## src/rtl/arb_pkg.sv

```systemverilog
// Shared types and helpers for the packet arbiters: FSM state encoding and
// one-hot to binary index conversion.
package arb_pkg;

    typedef enum logic {IDLE, OWN} arb_state_e;

    // Widest one-hot vector onehot2idx accepts; callers zero-extend into it.
    localparam int MAX_PORTS = 64;

    function automatic int onehot2idx(input logic [MAX_PORTS-1:0] oh);
        int idx;
        idx = 0;
        for (int i = 0; i < MAX_PORTS; i++) begin
            if (oh[i]) idx = i;
        end
        return idx;
    endfunction

endpackage

```

## src/rtl/wrr_pkt_arbiter_rr_pick.sv

```systemverilog
// Combinational masked round-robin pick: lowest masked requester, falling back
// to the lowest requester overall, plus the mask of ports strictly above the winner.
module rr_pick #(
    parameter int N = 4
) (
    input  logic [N-1:0] req,
    input  logic [N-1:0] mask,
    output logic [N-1:0] grant,
    output logic         any,
    output logic [N-1:0] next_mask
);

    logic [N-1:0] masked;
    logic [N-1:0] sel;

    always_comb begin
        masked    = mask & req;
        sel       = (|masked) ? masked : req;
        grant     = sel & (~sel + N'(1));
        any       = |req;
        // An empty grant yields an empty mask, so no special case is needed.
        next_mask = ~(grant | (grant - N'(1)));
    end

endmodule

```

## src/rtl/wrr_pkt_arbiter.sv

```systemverilog
// Weighted round-robin arbiter that locks the grant for whole packets and lets
// each winner send up to its weight in packets before priority rotates.
module wrr_pkt_arbiter
    import arb_pkg::*;
#(
    parameter  int N        = 4,
    parameter  int WEIGHT_W = 4,
    localparam int IDX_W    = $clog2(N)
) (
    input  logic                  clk,
    input  logic                  rstn,
    input  logic [N-1:0]          i_req,
    input  logic [N-1:0]          i_last,
    input  logic [N*WEIGHT_W-1:0] i_weight,
    input  logic                  i_ready,
    output logic                  o_valid,
    output logic [N-1:0]          o_grant,
    output logic [IDX_W-1:0]      o_grant_idx
);

    arb_state_e          state_q, state_d;
    logic [N-1:0]        grant_q, grant_d;
    logic [IDX_W-1:0]    idx_q, idx_d;
    logic [WEIGHT_W-1:0] credit_q, credit_d;
    logic [N-1:0]        mask_q, mask_d;

    logic [N-1:0]        pick_req, pick_grant, pick_next_mask;
    logic                pick_any;
    logic [WEIGHT_W-1:0] win_weight, credit_load;
    logic                xfer, pkt_done;

    assign o_grant     = grant_q;
    assign o_grant_idx = idx_q;
    assign o_valid     = (state_q == OWN) && (|(grant_q & i_req));
    assign xfer        = o_valid & i_ready;
    assign pkt_done    = xfer & (|(grant_q & i_last));

    // While owning, the current owner is excluded so a release hands over without a bubble.
    assign pick_req = (state_q == OWN) ? (i_req & ~grant_q) : i_req;

    rr_pick #(.N(N)) u_pick (
        .req       (pick_req),
        .mask      (mask_q),
        .grant     (pick_grant),
        .any       (pick_any),
        .next_mask (pick_next_mask)
    );

    always_comb begin
        win_weight = '0;
        for (int p = 0; p < N; p++) begin
            if (pick_grant[p]) win_weight = i_weight[p*WEIGHT_W +: WEIGHT_W];
        end
        credit_load = (win_weight == '0) ? WEIGHT_W'(1) : win_weight;
    end

    always_comb begin
        state_d  = state_q;
        grant_d  = grant_q;
        idx_d    = idx_q;
        credit_d = credit_q;
        mask_d   = mask_q;
        case (state_q)
            IDLE: begin
                if (pick_any) begin
                    state_d  = OWN;
                    grant_d  = pick_grant;
                    idx_d    = IDX_W'(onehot2idx(MAX_PORTS'(pick_grant)));
                    credit_d = credit_load;
                    mask_d   = pick_next_mask;
                end
            end
            OWN: begin
                if (pkt_done) begin
                    if ((credit_q > WEIGHT_W'(1)) && (|(grant_q & i_req))) begin
                        credit_d = credit_q - WEIGHT_W'(1);
                    end else if (pick_any) begin
                        grant_d  = pick_grant;
                        idx_d    = IDX_W'(onehot2idx(MAX_PORTS'(pick_grant)));
                        credit_d = credit_load;
                        mask_d   = pick_next_mask;
                    end else begin
                        state_d  = IDLE;
                        grant_d  = '0;
                        idx_d    = '0;
                        credit_d = '0;
                        mask_d   = ~(grant_q | (grant_q - N'(1)));
                    end
                end
            end
            default: state_d = IDLE;
        endcase
    end

    always_ff @(posedge clk) begin
        if (!rstn) begin
            state_q  <= IDLE;
            grant_q  <= '0;
            idx_q    <= '0;
            credit_q <= '0;
            mask_q   <= '1;
        end else begin
            state_q  <= state_d;
            grant_q  <= grant_d;
            idx_q    <= idx_d;
            credit_q <= credit_d;
            mask_q   <= mask_d;
        end
    end

endmodule

```

## config.mk

```make
export PLATFORM = sky130hd
export DESIGN_NAME = wrr_pkt_arbiter
export DESIGN_NICKNAME = d
export VERILOG_FILES = /design/src/rtl/arb_pkg.sv /design/src/rtl/wrr_pkt_arbiter_rr_pick.sv /design/src/rtl/wrr_pkt_arbiter.sv
export SDC_FILE = /design/constraint.sdc
export NUM_CORES = 1
export LEC_CHECK = 0
export BUFFER_PORTS_ARGS = -buffer_cell sky130_fd_sc_hd__buf_2
export CORE_MARGIN = 4
export CORE_UTILIZATION = 45
export DETAILED_ROUTE_END_ITERATION = 6
export GPL_ROUTABILITY_DRIVEN = 1
export PLACE_DENSITY = 0.84
export SLEW_MARGIN = 20
export SYNTH_ARGS = -nofsm -noshare
export SYNTH_HDL_FRONTEND = slang
export SYNTH_HIERARCHICAL = 1
export SYNTH_SLANG_ARGS = --single-unit
```

## constraint.sdc

```tcl
create_clock -name clk -period 2.8 [get_ports clk]
set_input_delay 0.56 -clock clk [delete_from_list [all_inputs] [get_ports clk]]
set_output_delay 0.56 -clock clk [all_outputs]
set_load 0.05 [all_outputs]
```

==> metrics.yaml, run 1 <==
dpl.hpwl_um: 2596
cts.path.max_buffers: 2
diodes: 0
synthFlopType: "dfxtp_1"
period_minus_slack_ns: 2.629
switching_share: 0.3742
grt_max_degree: 18
path_clk_slew_ns: 0.09
setup-tns-final_ns: 0
first_pass_iters: 6
layout.nets: 224
root_buffer: "clkbuf_4"
power_uw: 643.9
coreArea_mm2: 0.002522
synthArstFlopShare: 0
synth_nets: 180
fmax_ghz: 0.3804
final_common_cell: "buf_2"
path_max_fanout: 9
overflow: 0
ys_ff_latch: 15
cp-start-kind: "register"
crit_slowest_cell: "a21boi_0"
powerDensity_mw_per_mm2: 425.6
yosys_warnings: 6
drcViolationCount: 0
ctsHtreeMaxLevel: 1
place_inst: 220
cp_cell_sequence: "a21boi_0, buf_4, inv_1, a22oi_1, nor2b_2, nand3b_1, a211oi_1, nor2_1, a221o_1, a22o_1"
synth_edf_count: 0
clk_latency_ns: 0.30
hold_path_class: "register to register"
tritoncts: "built"
drive_gt1_frac: 0.3660
grt_usage: 0.1981
pwr-share-clk: 0.210
nFillCells: 227
syn_inst: 151
viasPerCell: 6.071
synth_area_mm2: 0.001206
wire_per_inst_um: 15.13
routed_wl_um: 3389
place_congestion: 0.8621
arrival_ns: 2.83
worstSetupPathType: "register to register"
first_iter_violations: 83
p_leak_uw: 0.0006496
synth_cell_types: 54
antenna_found_initial: 0
fin_ws_ns: 0.1712
setup_violations: 0
yosysSeqAreaShare: 0.2490
crit_family: "compound AO/OA/AOI/OAI gates"
fp-row-count: 18
netlist_top_cells_area: "dfxtp_1, a211oi_1, nand2_1"
hold_violations: 0
start_util: 0.4782
syn2layout_area_growth_pct: 25.41
path_buf_inv: 2
antenna_left: 0
numCtsBuffers: 3
worstSetupEndpointType: "register"
cap_violations: 0
clock_sinks: 15
grt_pass1_wl_um: 5382
synth_top_area_frac: 0.2490
grt_pass1_vias: 1281
via_count: 1360
die_y_um: 59.77
avgSynthCellArea_um2: 7.988
layout_common_cells: "buf_2, buf_4, nand2_1"
finalMaxSlewViolations: 0
power.share.combinational: 0.396
skew_ns: 0.005576
peakVddDrop_mv: 0.2068
cp_slowest_stage_delay_ns: 0.40
final_cells: 224
rsz0062_at_grt: "false"
port_buffers: 33
die_w_um: 59.77
required_ns: 3.00
io_pins: 34
p_switching_uw: 240.9
place_ws_ns: -0.07507
dieArea_mm2: 0.003572
internal_power_uw: 402.9
yosys.area.top_type: "dfxtp_1"
power_frac_seq: 0.394
status: "completed"
timing.final.crit_share: 0.9389
==> tightest hold or removal path: stages, from the launching register on <==
cell	delay, ns
dfxtp_1	0.32
nand2_1	0.06
a21boi_1	0.05
==> power by group through the flow <==
stage	Combinational, uW	Sequential, uW	Clock, uW
after floorplan	156	269	0
after global placement	238	256	0
after detailed placement	248	257	0
after CTS	250	252	132
after global routing	279	256	144
final	255	253	135
==> path summary, 6_finish.rpt <==
kind	startpoint	end	cells after the start	slack, ns
max reg2reg	o_grant[0]	credit_q[0]	10	0.17
min reg2reg	o_grant_idx[0]	o_grant_idx[0]	2	0.47
min	o_grant_idx[0]	o_grant_idx[0]	2	0.47
max	o_grant[0]	credit_q[0]	10	0.17
==> cell type report <==
cell class                      instances  area, um^2  share of cell area
Timing Repair Buffer                   48       277.8              0.1836
Clock buffer                            4       26.28             0.01737
Tap cell                               30       37.54             0.02481
Multi-Input combinational cell        119       834.6              0.5517
Sequential cell                        15       306.5              0.2026
Inverter                                8       30.03             0.01985
==> repair_timing <==
item	CTS	global route
gates resized for setup	0	4
setup endpoints to repair	0	2
buffers inserted	0	0
endpoints found under the hold margin	0	0
hold buffers	0	0
==> routing by layer <==
layer	wire (um)	part of all wire	GRT usage	vias to the layer above
met5	0	0	0	-
li1	-	-	-	651
met2	1612	0.48	0.3256	69
met1	1373	0.41	0.2257	627
met4	111	0.033	0.1424	0
met3	292	0.086	0.03888	13
==> through the flow <==
| step | hold slack (ns) | instance area [um^2] | util |
|---|---|---|---|
| after floorplan | 0.4942 | 1211 | - |
| after global placement | 0.4360 | 1473 | 0.5838 |
| after detailed placement | 0.4540 | 1473 | 0.5838 |
| after CTS | 0.4681 | 1499 | 0.5942 |
| after global routing | 0.4870 | 1513 | 0.5997 |
| final | 0.4676 | 1513 | 0.5997 |
==> flip-flops by register name, indices dropped and copies added, names as in the netlist <==
| register | count |
|---|---|
| mask_q | 4 |
| state_q | 1 |
| credit_q | 4 |
| o_grant | 4 |
| o_grant_idx | 2 |
==> kinds of logic (layout without fill, tap and decap cells) <==
| kind of cell | count (synthesis) | after routing | synth area share |
|---|---|---|---|
| flip-flops | 15 | 15 | 0.2490 |
| other | 1 | 1 | 0.003109 |
| adder cells (fa/ha/maj) | 2 | 2 | 0.02074 |
| AO/OA/AOI/OAI | 60 | 60 | 0.4056 |
| AND/OR/NAND/NOR | 55 | 55 | 0.2448 |
| XOR/XNOR | 1 | 1 | 0.007263 |
| buffers and inverters | 17 | 60 | 0.06949 |
==> cell usage after synthesis, types with 2 or more instances <==
| library cell | n |
|---|---|
| a211oi_1 | 7 |
| a21boi_0 | 4 |
| a21boi_1 | 6 |
| a21oi_1 | 4 |
| a22o_1 | 2 |
| a22oi_1 | 4 |
| a22oi_2 | 2 |
| and2_1 | 2 |
| buf_2 | 3 |
| buf_4 | 2 |
| dfxtp_1 | 15 |
| ha_1 | 2 |
| inv_1 | 8 |
| nand2_1 | 14 |
| nand2b_1 | 2 |
| nand3_1 | 9 |
| nand3b_1 | 3 |
| nor2_1 | 8 |
| nor2b_1 | 5 |
| nor3_1 | 4 |
| nor3b_1 | 2 |
| o211ai_1 | 3 |
| o21a_1 | 3 |
| o21ai_0 | 6 |
| o21ai_1 | 2 |
(Power assumes the default switching activity.)
==> inputs of run 2 (changes only) <==
Settings changed: PLACE_DENSITY 0.84 to 0.82.
Clock period 2.8 ns to 2.5 ns, I/O delays scaled along.
==> metrics.yaml, run 2 (synthesized netlist as in run 1, its figures left out) <==
power_frac_seq: 0.366  # was 0.394
skew_ns: 0.002983  # was 0.005576 ns
hold_violations: 0  # unchanged
clock_sinks: 15  # unchanged
status: "complete, but fails checks"  # was completed
cp-start-kind: "register"  # unchanged
grt_pass1_vias: 1273  # was 1281
ctsHtreeMaxLevel: 1  # unchanged
period_minus_slack_ns: 2.507  # was 2.629 ns
required_ns: 2.69  # was 3.00 ns
worstSetupPathType: "register to register"  # unchanged
drcViolationCount: 0  # unchanged
powerDensity_mw_per_mm2: 443.6  # was 425.6 mW/mm^2
rr_worst_depth: 10  # unchanged
timing.final.crit_share: 1.003  # was 0.9389
worstSetupEndpointType: "register"  # unchanged
startpoint: "state_q"  # was o_grant[0]
path_max_fanout: 5  # was 9
grt_pass1_wl_um: 5430  # was 5382 um
drive_gt1_frac: 0.4575  # was 0.3660
via_count: 1427  # was 1360
pwr-share-clk: 0.190  # was 0.210
grt_max_degree: 18  # unchanged
die_y_um: 59.77  # unchanged
peakVddDrop_mv: 0.2931  # was 0.2068 mV
reg2reg_to: "credit_q[0]"  # unchanged
dieArea_mm2: 0.003572  # unchanged
hold_path_class: "register to register"  # unchanged
rrSetupSlack_ns: -0.007  # was 0.17 ns
diodes: 0  # unchanged
violations: "negative setup slack"
root_buffer: "clkbuf_4"  # unchanged
dpl.hpwl_um: 2594  # was 2596 um
fp-row-count: 18  # unchanged
layout.nets: 242  # was 224
regToRegStartpoint: "state_q"  # was o_grant[0]
setup-tns-final_ns: -0.006872  # was 0 ns
layout_common_cells: "buf_2, buf_4, nand2_1"  # unchanged
timing.hold.ws_ns: 0.4559  # was 0.4676 ns
wire_per_inst_um: 14.88  # was 15.13 um
syn2layout_area_growth_pct: 43.15  # was 25.41%
die_w_um: 59.77  # unchanged
tritoncts: "built"  # unchanged
setup_violations: 1  # was 0
grt_usage: 0.1988  # was 0.1981
viasPerCell: 5.897  # was 6.071
p_leak_uw: 0.0007625  # was 0.0006496 uW
routed_wl_um: 3602  # was 3389 um
cap_violations: 0  # unchanged
path_clk_slew_ns: 0.09  # about the same
cts.path.max_buffers: 2  # unchanged
numCtsBuffers: 3  # unchanged
internal_power_uw: 484.8  # was 402.9 uW
first_iter_violations: 64  # was 83
overflow: 0  # unchanged
arrival_ns: 2.70  # was 2.83 ns
final_common_cell: "buf_2"  # unchanged
post_dp_cell_area_mm2: 0.001573  # was 0.001473 mm^2
critPathCapture: "credit_q[0]"  # unchanged
fmax_ghz: 0.3989  # was 0.3804 GHz
finalMaxSlewViolations: 0  # unchanged
coreArea_mm2: 0.002522  # unchanged
port_buffers: 33  # unchanged
ctsHoldBuffers: 0  # unchanged
power.share.combinational: 0.444  # was 0.396
place_congestion: 0.9653  # was 0.8621
p_switching_uw: 281.2  # was 240.9 uW
antenna_left: 0  # unchanged
fin_area_mm2: 0.001727  # was 0.001513 mm^2
io_pins: 34  # unchanged
clk_latency_ns: 0.30  # about the same
final_util: 0.6845  # was 0.5997
start_util: 0.4782  # unchanged
antenna_found_initial: 0  # unchanged
first_pass_iters: 4  # was 6
switching_share: 0.3671  # was 0.3742
fin_ws_ns: -0.006872  # was 0.1712 ns
==> run 2: worst min-delay path by stage <==
stage | from | to | slack (ns) | depth (start not counted)
floorplan | credit_q[1] | credit_q[1] | 0.49 | 1
global placement | o_grant_idx[1] | o_grant_idx[1] | 0.44 | 2
detailed placement | o_grant_idx[1] | o_grant_idx[1] | 0.44 | 2
CTS | o_grant_idx[1] | o_grant_idx[1] | 0.46 | 2
global route | o_grant_idx[1] | o_grant_idx[1] | 0.49 | 2
finish | o_grant_idx[1] | o_grant_idx[1] | 0.46 | 2
==> run 2: layout make-up <==
| cell class | count | area (um^2) |
|---|---|---|
| repair buffers | 66 | 424.2 |
| multi-input cells | 119 | 892.1 |
| clock buffers | 4 | 26.28 |
| well taps | 30 | 37.54 |
| inverters | 8 | 30.03 |
| flip-flops and latches | 15 | 316.6 |
| fillers | 198 | 795.8 |
==> run 2: layer usage <==
layer	track usage	part of all wire	vias to the layer above	wire (um)
met4	0.1013	0.027	0	96
met5	0	0	-	0
met2	0.3349	0.48	64	1730
met1	0.2419	0.42	659	1523
li1	-	-	692	-
met3	0.03024	0.070	12	252
==> run 2: timing repair <==
action,CTS,global route
setup buffers,1,6
endpoints found under the setup margin,2,3
pin swaps,2,9
gates resized for setup,3,15
==> run 2: power by group through the flow <==
stage / sequential (uW) / combinational, uW / clock, uW
6_report: 280 / 340 / 145
5_1_grt: 283 / 368 / 161
4_1_cts: 279 / 313 / 146
3_5_place_dp: 284 / 303 / 0
3_3_place_gp: 283 / 292 / 0
2_1_floorplan: 301 / 178 / 0
==> run 2: worst max-delay path: stages, from the launching register on <==
cell	delay, ns
dfxtp_4	0.41
a21boi_2	0.09
a22oi_2	0.30
nand4_1	0.23
a211oi_4	0.35
buf_6	0.16
a211oi_2	0.05
a211oi_2	0.28
nor2_1	0.07
a221o_1	0.30
a22o_1	0.18
==> run 2: through the flow <==
step           worst slack, ns  total power, uW  std cells
2_1_floorplan         0.006221            479.6        151
6_report             -0.006872            766.0        242
3_3_place_gp           -0.1476            575.4        231
3_5_place_dp           -0.3009            587.2        231
4_1_cts                0.03208            737.8        236
5_1_grt                -0.1077            812.6        242
==> inputs of run 3 (changes only) <==
Settings changed: REMOVE_ABC_BUFFERS from default to 1.
==> metrics.yaml, run 3 (synthesized netlist as in run 1, its figures left out) <==
worst_hold_path.endpoint: "o_grant_idx[1]"  # unchanged
cp_slowest_stage_delay_ns: 0.37  # was 0.41 ns
path_buf_inv: 3  # was 1
pwr-share-clk: 0.194  # was 0.190
grt_pass1_wl_um: 5506  # was 5430 um
path_clk_slew_ns: 0.09  # about the same
powerDensity_mw_per_mm2: 453.0  # was 443.6 mW/mm^2
rrSetupSlack_ns: 0.09  # was -0.007 ns
status: "completed"  # was complete, but fails checks
coreArea_mm2: 0.002522  # unchanged
power_frac_seq: 0.375  # was 0.366
cp_cell_sequence: "buf_4, a21boi_4, a22oi_2, buf_4, a21oi_2, nor4_2, buf_4, nor3b_2, a211oi_2, nor2_1, a221o_1, a22o_1"  # was a21boi_2, a22oi_2, nand4_1, a211oi_4, buf_6, a211oi_2, a211oi_2, nor2_1, a221o_1, a22o_1
internal_power_uw: 471.0  # was 484.8 uW
place_congestion: 1.037  # was 0.9653
path_common_cell: "buf_4"  # was a211oi_2
fp-row-count: 18  # unchanged
period_minus_slack_ns: 2.415  # was 2.507 ns
reg2reg_to: "credit_q[0]"  # unchanged
syn2layout_area_growth_pct: 35.89  # was 43.15%
routed_wl_um: 3528  # was 3602 um
rr_worst_depth: 12  # was 10
min_path_cells: 2  # unchanged
cap_violations: 0  # unchanged
hold_start: "o_grant_idx[1]"  # unchanged
setup_violations: 0  # was 1
final-seq-area_um2: 304.0  # was 316.6 um^2
setup-tns-final_ns: 0  # was -0.006872 ns
first_pass_iters: 4  # unchanged
viasPerCell: 5.889  # was 5.897
overflow: 0  # unchanged
worstSetupEndpointType: "register"  # unchanged
clock_sinks: 15  # unchanged
ctsHoldBuffers: 0  # unchanged
root_buffer: "clkbuf_4"  # unchanged
drcViolationCount: 0  # unchanged
dpl.hpwl_um: 2593  # was 2594 um
grt_max_degree: 18  # unchanged
tritoncts: "built"  # unchanged
finalMaxSlewViolations: 0  # unchanged
final_common_cell: "buf_2"  # unchanged
arrival_ns: 2.61  # was 2.70 ns
timing.final.crit_share: 0.9659  # was 1.003
p_leak_uw: 0.0007184  # was 0.0007625 uW
fin_area_mm2: 0.001639  # was 0.001727 mm^2
power_uw: 742.6  # was 766.0 uW
multi_input_area_um2: 880.8  # was 892.1 um^2
die_y_um: 59.77  # unchanged
via_count: 1384  # was 1427
place_inst: 230  # was 231
crit_slowest_cell: "dfxtp_4"  # unchanged
drive_gt1_frac: 0.4293  # was 0.4575
diodes: 0  # unchanged
layout.nets: 235  # was 242
regToRegStartpoint: "state_q"  # unchanged
fmax_ghz: 0.4141  # was 0.3989 GHz
startpoint: "state_q"  # unchanged
switching_share: 0.3657  # was 0.3671
die_w_um: 59.77  # unchanged
numCtsBuffers: 3  # unchanged
hold_path_class: "register to register"  # unchanged
hold_violations: 0  # unchanged
antenna_left: 0  # unchanged
first_iter_violations: 80  # was 64
post_dp_cell_area_mm2: 0.001543  # was 0.001573 mm^2
required_ns: 2.69  # about the same
worstSetupPathType: "register to register"  # unchanged
peakVddDrop_mv: 0.2699  # was 0.2931 mV
path_max_fanout: 10  # was 5
antenna_found_initial: 0  # unchanged
final_cells: 235  # was 242
skew_ns: 0.001128  # was 0.002983 ns
cts.path.max_buffers: 2  # unchanged
io_pins: 34  # unchanged
crit_family: "compound AO/OA/AOI/OAI gates"  # unchanged
start_util: 0.4782  # unchanged
clk_latency_ns: 0.29  # was 0.30 ns
grt_pass1_vias: 1218  # was 1273
layout_common_cells: "buf_2, buf_4, nand2_1, dfxtp_1, nand3_1"  # was buf_2, buf_4, nand2_1
grt_usage: 0.1986  # was 0.1988
wire_per_inst_um: 15.01  # was 14.88 um
power.share.combinational: 0.431  # was 0.444
cp-start-kind: "register"  # unchanged
ctsHtreeMaxLevel: 1  # unchanged
port_buffers: 33  # unchanged
dieArea_mm2: 0.003572  # unchanged
p_switching_uw: 271.5  # was 281.2 uW
nFillCells: 216  # was 198
[run 3: cell types whose count changed in the layout (fill, tap and decap cells not counted), moves of 2 or more]
cell	delta
dfxtp_1	+4
buf_4	-4
a21boi_2	+2
dfxtp_4	-3
buf_6	-3
[run 3: stage by stage]
stage / setup WS [ns] / hold WS [ns] / utilization
global placement: -0.3562 / 0.4370 / 0.6116
CTS: 0.05138 / 0.4667 / 0.6319
floorplan: -0.8183 / 0.4942 / -
detailed placement: -0.4224 / 0.4504 / 0.6116
global route: -0.02308 / 0.4834 / 0.6498
finish: 0.08520 / 0.4634 / 0.6498
[run 3: what timing repair did]
item | 4_1_cts | 5_1_grt
setup buffers | 1 | 0
endpoints found under the setup margin | 3 | 7
pin swaps | 2 | 0
endpoints found under the hold margin | 0 | 0
gates resized for setup | 10 | 10
[run 3: worst max path at each step]
stage                              to  cells past startpoint  slack (ns)
after detailed placement  credit_q[0]                     11       -0.42
after global placement    credit_q[0]                     11       -0.36
final                     credit_q[0]                     12        0.09
after floorplan           credit_q[0]                      9       -0.82
after CTS                 credit_q[0]                     10        0.05
after global routing        mask_q[3]                      9       -0.02
[run 3: power groups by stage]
stage	clock network, uW	logic [uW]	registers [uW]
2_1_floorplan	0	164	301
3_3_place_gp	0	289	280
3_5_place_dp	0	299	281
4_1_cts	150	306	276
5_1_grt	157	350	281
6_report	144	320	278
[run 3: area by class of cell]
| class | count | area share |
|---|---|---|
| inverters | 8 | 0.01832 |
| flip-flops and latches | 15 | 0.1855 |
| well taps | 30 | 0.02290 |
| multi-input cells | 119 | 0.5374 |
| repair buffers | 59 | 0.2198 |
| clock buffers | 4 | 0.01603 |
[run 3: worst min-delay path, delay by kind of cell (launching register included)]
kind	cells	cell delay (ns)
AO/OA/AOI/OAI	1	0.05
flip-flops	1	0.32
AND/OR/NAND/NOR	1	0.05
[run 3: layer usage]
layer,GRT usage,vias up,part of all wire
met3,0.01296,7,0.086
met1,0.2490,628,0.41
met2,0.3503,71,0.49
met4,0.07595,0,0.021
li1,-,678,-
met5,0,-,0
